### src/rtl/tx_engine.sv
// UART transmit engine: latches a byte on load and serializes an 11-bit
// frame (start, 7/8 data bits LSB-first, optional parity, stop bits) at the
// bit rate selected by a 4-bit baud code. tx_rdy flags when a new byte may be loaded.
module tx_engine #(
    parameter int CNT_W = 19
) (
    input  logic       clk,
    input  logic       reset,
    input  logic       load,
    input  logic [7:0] d_in,
    input  logic       eight,
    input  logic       pen,
    input  logic       ohel,
    input  logic [3:0] baud,
    output logic       tx,
    output logic       tx_rdy
);

    typedef enum logic {
        IDLE  = 1'b0,
        SHIFT = 1'b1
    } state_t;

    // Terminal value of the bit-time counter (clocks per bit minus one).
    function automatic logic [CNT_W-1:0] baud_limit(input logic [3:0] code);
        logic [CNT_W-1:0] lim;
        case (code)
            4'h0:    lim = CNT_W'(333332);
            4'h1:    lim = CNT_W'(83332);
            4'h2:    lim = CNT_W'(41666);
            4'h3:    lim = CNT_W'(20832);
            4'h4:    lim = CNT_W'(10416);
            4'h5:    lim = CNT_W'(5207);
            4'h6:    lim = CNT_W'(2603);
            4'h7:    lim = CNT_W'(1735);
            4'h8:    lim = CNT_W'(867);
            4'h9:    lim = CNT_W'(433);
            4'hA:    lim = CNT_W'(216);
            default: lim = CNT_W'(108);
        endcase
        return lim;
    endfunction

    state_t           state_q, state_d;
    logic [9:0]       sr_q, sr_d;        // frame bits still to send, b10..b1
    logic [3:0]       bit_cnt_q, bit_cnt_d;
    logic [CNT_W-1:0] cnt_q, cnt_d;
    logic [CNT_W-1:0] lim_q, lim_d;      // bit-time limit frozen for the frame
    logic             tx_q, tx_d;
    logic             rdy_q, rdy_d;

    logic             parity;
    logic [1:0]       tail;              // {b9, b8}
    logic [10:0]      frame;

    // Assemble the frame from the live inputs; only used on an accepted load.
    always_comb begin
        parity = (eight ? (^d_in[7:0]) : (^d_in[6:0])) ^ ohel;
        case ({eight, pen})
            2'b00:   tail = {1'b1, 1'b1};
            2'b01:   tail = {1'b1, parity};
            2'b10:   tail = {1'b1, d_in[7]};
            default: tail = {parity, d_in[7]};
        endcase
        frame = {1'b1, tail, d_in[6:0], 1'b0};
    end

    // Next-state logic: accept a load in IDLE, then step one bit per bit-time.
    always_comb begin
        state_d   = state_q;
        sr_d      = sr_q;
        bit_cnt_d = bit_cnt_q;
        cnt_d     = cnt_q;
        lim_d     = lim_q;
        tx_d      = tx_q;
        rdy_d     = rdy_q;
        case (state_q)
            IDLE: begin
                if (load && rdy_q) begin
                    sr_d      = frame[10:1];
                    tx_d      = frame[0];
                    lim_d     = baud_limit(baud);
                    cnt_d     = '0;
                    bit_cnt_d = '0;
                    rdy_d     = 1'b0;
                    state_d   = SHIFT;
                end
            end
            SHIFT: begin
                if (cnt_q == lim_q) begin
                    cnt_d = '0;
                    if (bit_cnt_q == 4'd10) begin
                        // Last stop bit done: back to idle, line high, ready.
                        sr_d      = '1;
                        bit_cnt_d = '0;
                        tx_d      = 1'b1;
                        rdy_d     = 1'b1;
                        state_d   = IDLE;
                    end else begin
                        bit_cnt_d = bit_cnt_q + 4'd1;
                        tx_d      = sr_q[0];
                        sr_d      = {1'b1, sr_q[9:1]};
                    end
                end else begin
                    cnt_d = cnt_q + CNT_W'(1);
                end
            end
            default: begin
                state_d = IDLE;
                tx_d    = 1'b1;
                rdy_d   = 1'b1;
            end
        endcase
    end

    // State and output registers; reset forces the line idle immediately.
    always_ff @(posedge clk or posedge reset) begin
        if (reset) begin
            state_q   <= IDLE;
            sr_q      <= '1;
            bit_cnt_q <= '0;
            cnt_q     <= '0;
            lim_q     <= '0;
            tx_q      <= 1'b1;
            rdy_q     <= 1'b1;
        end else begin
            state_q   <= state_d;
            sr_q      <= sr_d;
            bit_cnt_q <= bit_cnt_d;
            cnt_q     <= cnt_d;
            lim_q     <= lim_d;
            tx_q      <= tx_d;
            rdy_q     <= rdy_d;
        end
    end

    assign tx     = tx_q;
    assign tx_rdy = rdy_q;

endmodule

### config.mk
export PLATFORM = sky130hd
export DESIGN_NAME = tx_engine
export DESIGN_NICKNAME = d
export VERILOG_FILES = /design/src/rtl/tx_engine.sv
export SDC_FILE = /design/constraint.sdc
export NUM_CORES = 1
export LEC_CHECK = 0
export CAP_MARGIN = 20
export CORE_MARGIN = 8
export CORE_UTILIZATION = 55
export DETAILED_ROUTE_END_ITERATION = 10
export PLACE_DENSITY = 0.87
export SYNTH_ARGS = -nofsm -noshare
export SYNTH_HDL_FRONTEND = slang
export SYNTH_SLANG_ARGS = --single-unit
### constraint.sdc
create_clock -name clk -period 2.1 [get_ports clk]
set_input_delay 0.21 -clock clk [delete_from_list [all_inputs] [get_ports clk]]
set_output_delay 0.21 -clock clk [all_outputs]
set_load 0.05 [all_outputs]
==> metrics.cfg <==
[die]
core_sq_um=5510
die_area_sq_um=8350
start_util=0.568
die_w_um=91.4
pin_count=20
rows=27
die_h_um=91.4

[timing]
setup_viol_count_final=0
period_share=0.982
worstMarginPinSlew_ns=0.627
timing.fmax_mhz=485
slew_headroom=0.582
rsz0062_at_grt=yes
clock_skew_ns=0.0138
hold_viol=0
report.final.slew_viol_count=0
timing.final.crit_period_ns=2.06
fin_ws_ns=0.0376
tns_ns=0

[routing]
drc=0
first_pass_iters=5
wl_per_cell_um=16.0
wl_um=7050
viasPerCell=5.90
drt_iter0_drc=193
antenna_left=0
num_vias=2595

[pwr]
power_mw=1.90
p_sw_frac=0.221
internal_power_mw=1.48
peakVddDrop_uv=389
switchingPower_uw=420
p_seq_frac=0.537
powerDensity_nw_per_um2=530
combPwrFrac=0.081
leakage_nw=1.61
power.share.clock=0.382

[placed_design]
pre_cts_ws_ns=0.120
dp_hpwl_um=5080
dp.cells=432
port_buffers=19
place_congestion=0.894

[critical_path]
path_class=register to register
crit_start=cnt_q[0]$_DFFE_PP0P_
r2r-start=cnt_q[0]$_DFFE_PP0P_
reg2reg_slack_ns=0.04
critical_path_depth=7
slowest_delay_ns=0.46
cp_slowest_cell=dfrtp_1
critPathMaxFanout=21
required_ns=2.34
crit_chain=xor2_1, nor4_1, nand4_1, o21ai_4, buf_12, nand2_8, mux2_2
critPathArrivalTime_ns=2.30
crit_end=sr_q[4]$_DFFE_PP1P_
worst_path_dominant_cell_family=simple AND/OR/NAND/NOR gates
path_buf_inv=1
r2r-end=sr_q[4]$_DFFE_PP1P_
crit_path_start_kind=register
cp-end-kind=register
rr_worst_depth=7

[clock_network]
postCtsSetupRepairBufs=0
clk_latency_ns=0.31
clkTransAtPathRegs_ns=0.10
cts_tree=built
root_buffer=clkbuf_8
cts_sinks=53
cts_max_level=2
numCtsBuffers=5
cts_buffer_depth=2

[synth]
synth_top_cell_area_share=0.336
async_reset_ff_frac=1.00
yosys_warnings=0
synth_edf_count=0
synth_nets=368
synth_area_leader_cell=dfrtp_1
syn_area_sq_um=3130
synth.distinct_cells=47
netlist_top_cells_area=dfrtp_1, dfstp_2, nand2_1, xor2_1, o21ai_0
synth_flop_cell=dfrtp_1
ys_ff_latch=53
avgSynthCellArea_sq_um=9.12
synthCells=343
yosysSeqAreaShare=0.429

[global_route]
track_usage=0.170
grt_pass1_wl_um=11800
grt_overflow_total=0
grt_pass1_vias=2454
grt_antenna_before_repair=0
grt_start_max_net_pins=38

[layout]
fillers=419
antenna_cells=0
instances_no_fill=440
final_nets=392
synthToLayoutAreaGrowth_pct=14.8
drive_above_1_share=0.158

[min_path]
min-delay-path-class=input pin to async pin

[run_status]
status=finished clean

[flow_run]
maxCapViolCount=0

[what timing repair did]
| item | 4_1_cts | 5_1_grt |
|---|---|---|
| endpoints found under the setup margin | 8 | 21 |
| pin swaps | 2 | 1 |
| hold buffers | 0 | 0 |
| resized for setup | 1 | 5 |
[stage by stage]
step | area [sq um] | util | hold WS (ns)
after floorplan | 3130 | - | 0.307
after global placement | 3450 | 0.626 | 0.463
after detailed placement | 3450 | 0.626 | 0.481
after CTS | 3570 | 0.648 | 0.228
after global routing | 3590 | 0.652 | 0.254
final | 3590 | 0.652 | 0.221
[power groups by stage]
stage / clock, mW / combinational [mW] / sequential [mW]
after global placement: 0 / 0.150 / 1.04
after CTS: 0.733 / 0.155 / 1.02
final: 0.726 / 0.154 / 1.02
after floorplan: 0 / 0.0887 / 1.04
after detailed placement: 0 / 0.155 / 1.04
after global routing: 0.770 / 0.173 / 1.02
[registers in the layout, indices dropped and copies added, names as in the netlist]
name       count
state_q        1
bit_cnt_q      4
cnt_q         19
tx_rdy         1
tx             1
sr_q           9
lim_q         18
[worst register-to-register path: stages (launching register included)]
cell and delay (ns):
dfrtp_1 0.46, xor2_1 0.19, nor4_1 0.31, nand4_1 0.24
o21ai_4 0.23, buf_12 0.18, nand2_8 0.09, mux2_2 0.30
[cell usage after synthesis (all sizes together), types with 5 or more instances]
cell type	n
mux2i	7
a211o	5
dfrtp	42
o31ai	6
a21oi	18
o21ai	27
dfstp	11
nor4	6
o211ai	5
xor2	15
clkbuf	13
nand2	54
mux2	11
buf	6
and3	5
nor2	28
or3	6
inv	9
nand3	9
nor3	8
xnor2	12
ha	7
[kinds of logic after synthesis]
logic type	Yosys count	synth area share
mux	18	0.0620
flops	53	0.429
buf+inv	28	0.0424
fa+ha+maj	7	0.0280
xor+xnor	27	0.0756
compound gates	77	0.157
simple gates	133	0.206
[placed cells by master, fill, tap and decap left out, types with 2 or more instances in the layout]
master / count
clkbuf_8: 6
a22o_1: 4
nand3_1: 9
o311ai_0: 2
nor2_1: 28
a21o_1: 3
a211o_1: 5
inv_1: 8
buf_4: 16
mux2_2: 11
dfrtp_2: 3
or3_1: 6
nor3_1: 7
dfrtp_1: 39
nor2b_1: 2
nand4_1: 4
nor4_2: 4
nor4_1: 2
dfstp_2: 11
xnor2_1: 12
xor2_1: 15
a31oi_1: 3
o31ai_1: 6
clkdlybuf4s50_1: 19
o211ai_1: 5
a21oi_1: 18
nand4b_1: 3
and3_1: 5
o21ai_0: 26
mux2i_1: 7
ha_1: 7
nand2_1: 53
nand2b_1: 2
[layer usage]
| metal | share of wire | GRT usage |
|---|---|---|
| met3 | 0.037 | 0.0272 |
| met2 | 0.50 | 0.289 |
| met1 | 0.45 | 0.215 |
| met4 | 0.015 | 0.0532 |
| met5 | 0 | 0 |
[final cells by class]
type	count	area, sq um	share of cell area
Timing Repair Buffer	36	330	0.0920
Tap cell	72	90.1	0.0251
Inverter	9	33.8	0.00941
Clock inverter	1	30.0	0.00837
Multi-Input combinational cell	262	1680	0.467
Sequential cell	53	1340	0.374
Clock buffer	7	86.3	0.0241
[how the worst min path moves through the flow]
stage                                   start               endpoint  slack, ns
after floorplan                       baud[1]  lim_q[16]$_DFFE_PP0P_       0.31
final                                   reset   lim_q[4]$_DFFE_PP0P_       0.22
after detailed placement       tx$_DFFE_PP1P_         tx$_DFFE_PP1P_       0.48
after global placement    sr_q[8]$_DFFE_PP1P_    sr_q[8]$_DFFE_PP1P_       0.46
after global routing                    reset   lim_q[4]$_DFFE_PP0P_       0.25
after CTS                               reset   lim_q[4]$_DFFE_PP0P_       0.23
Power figures use the tool's default switching activity.
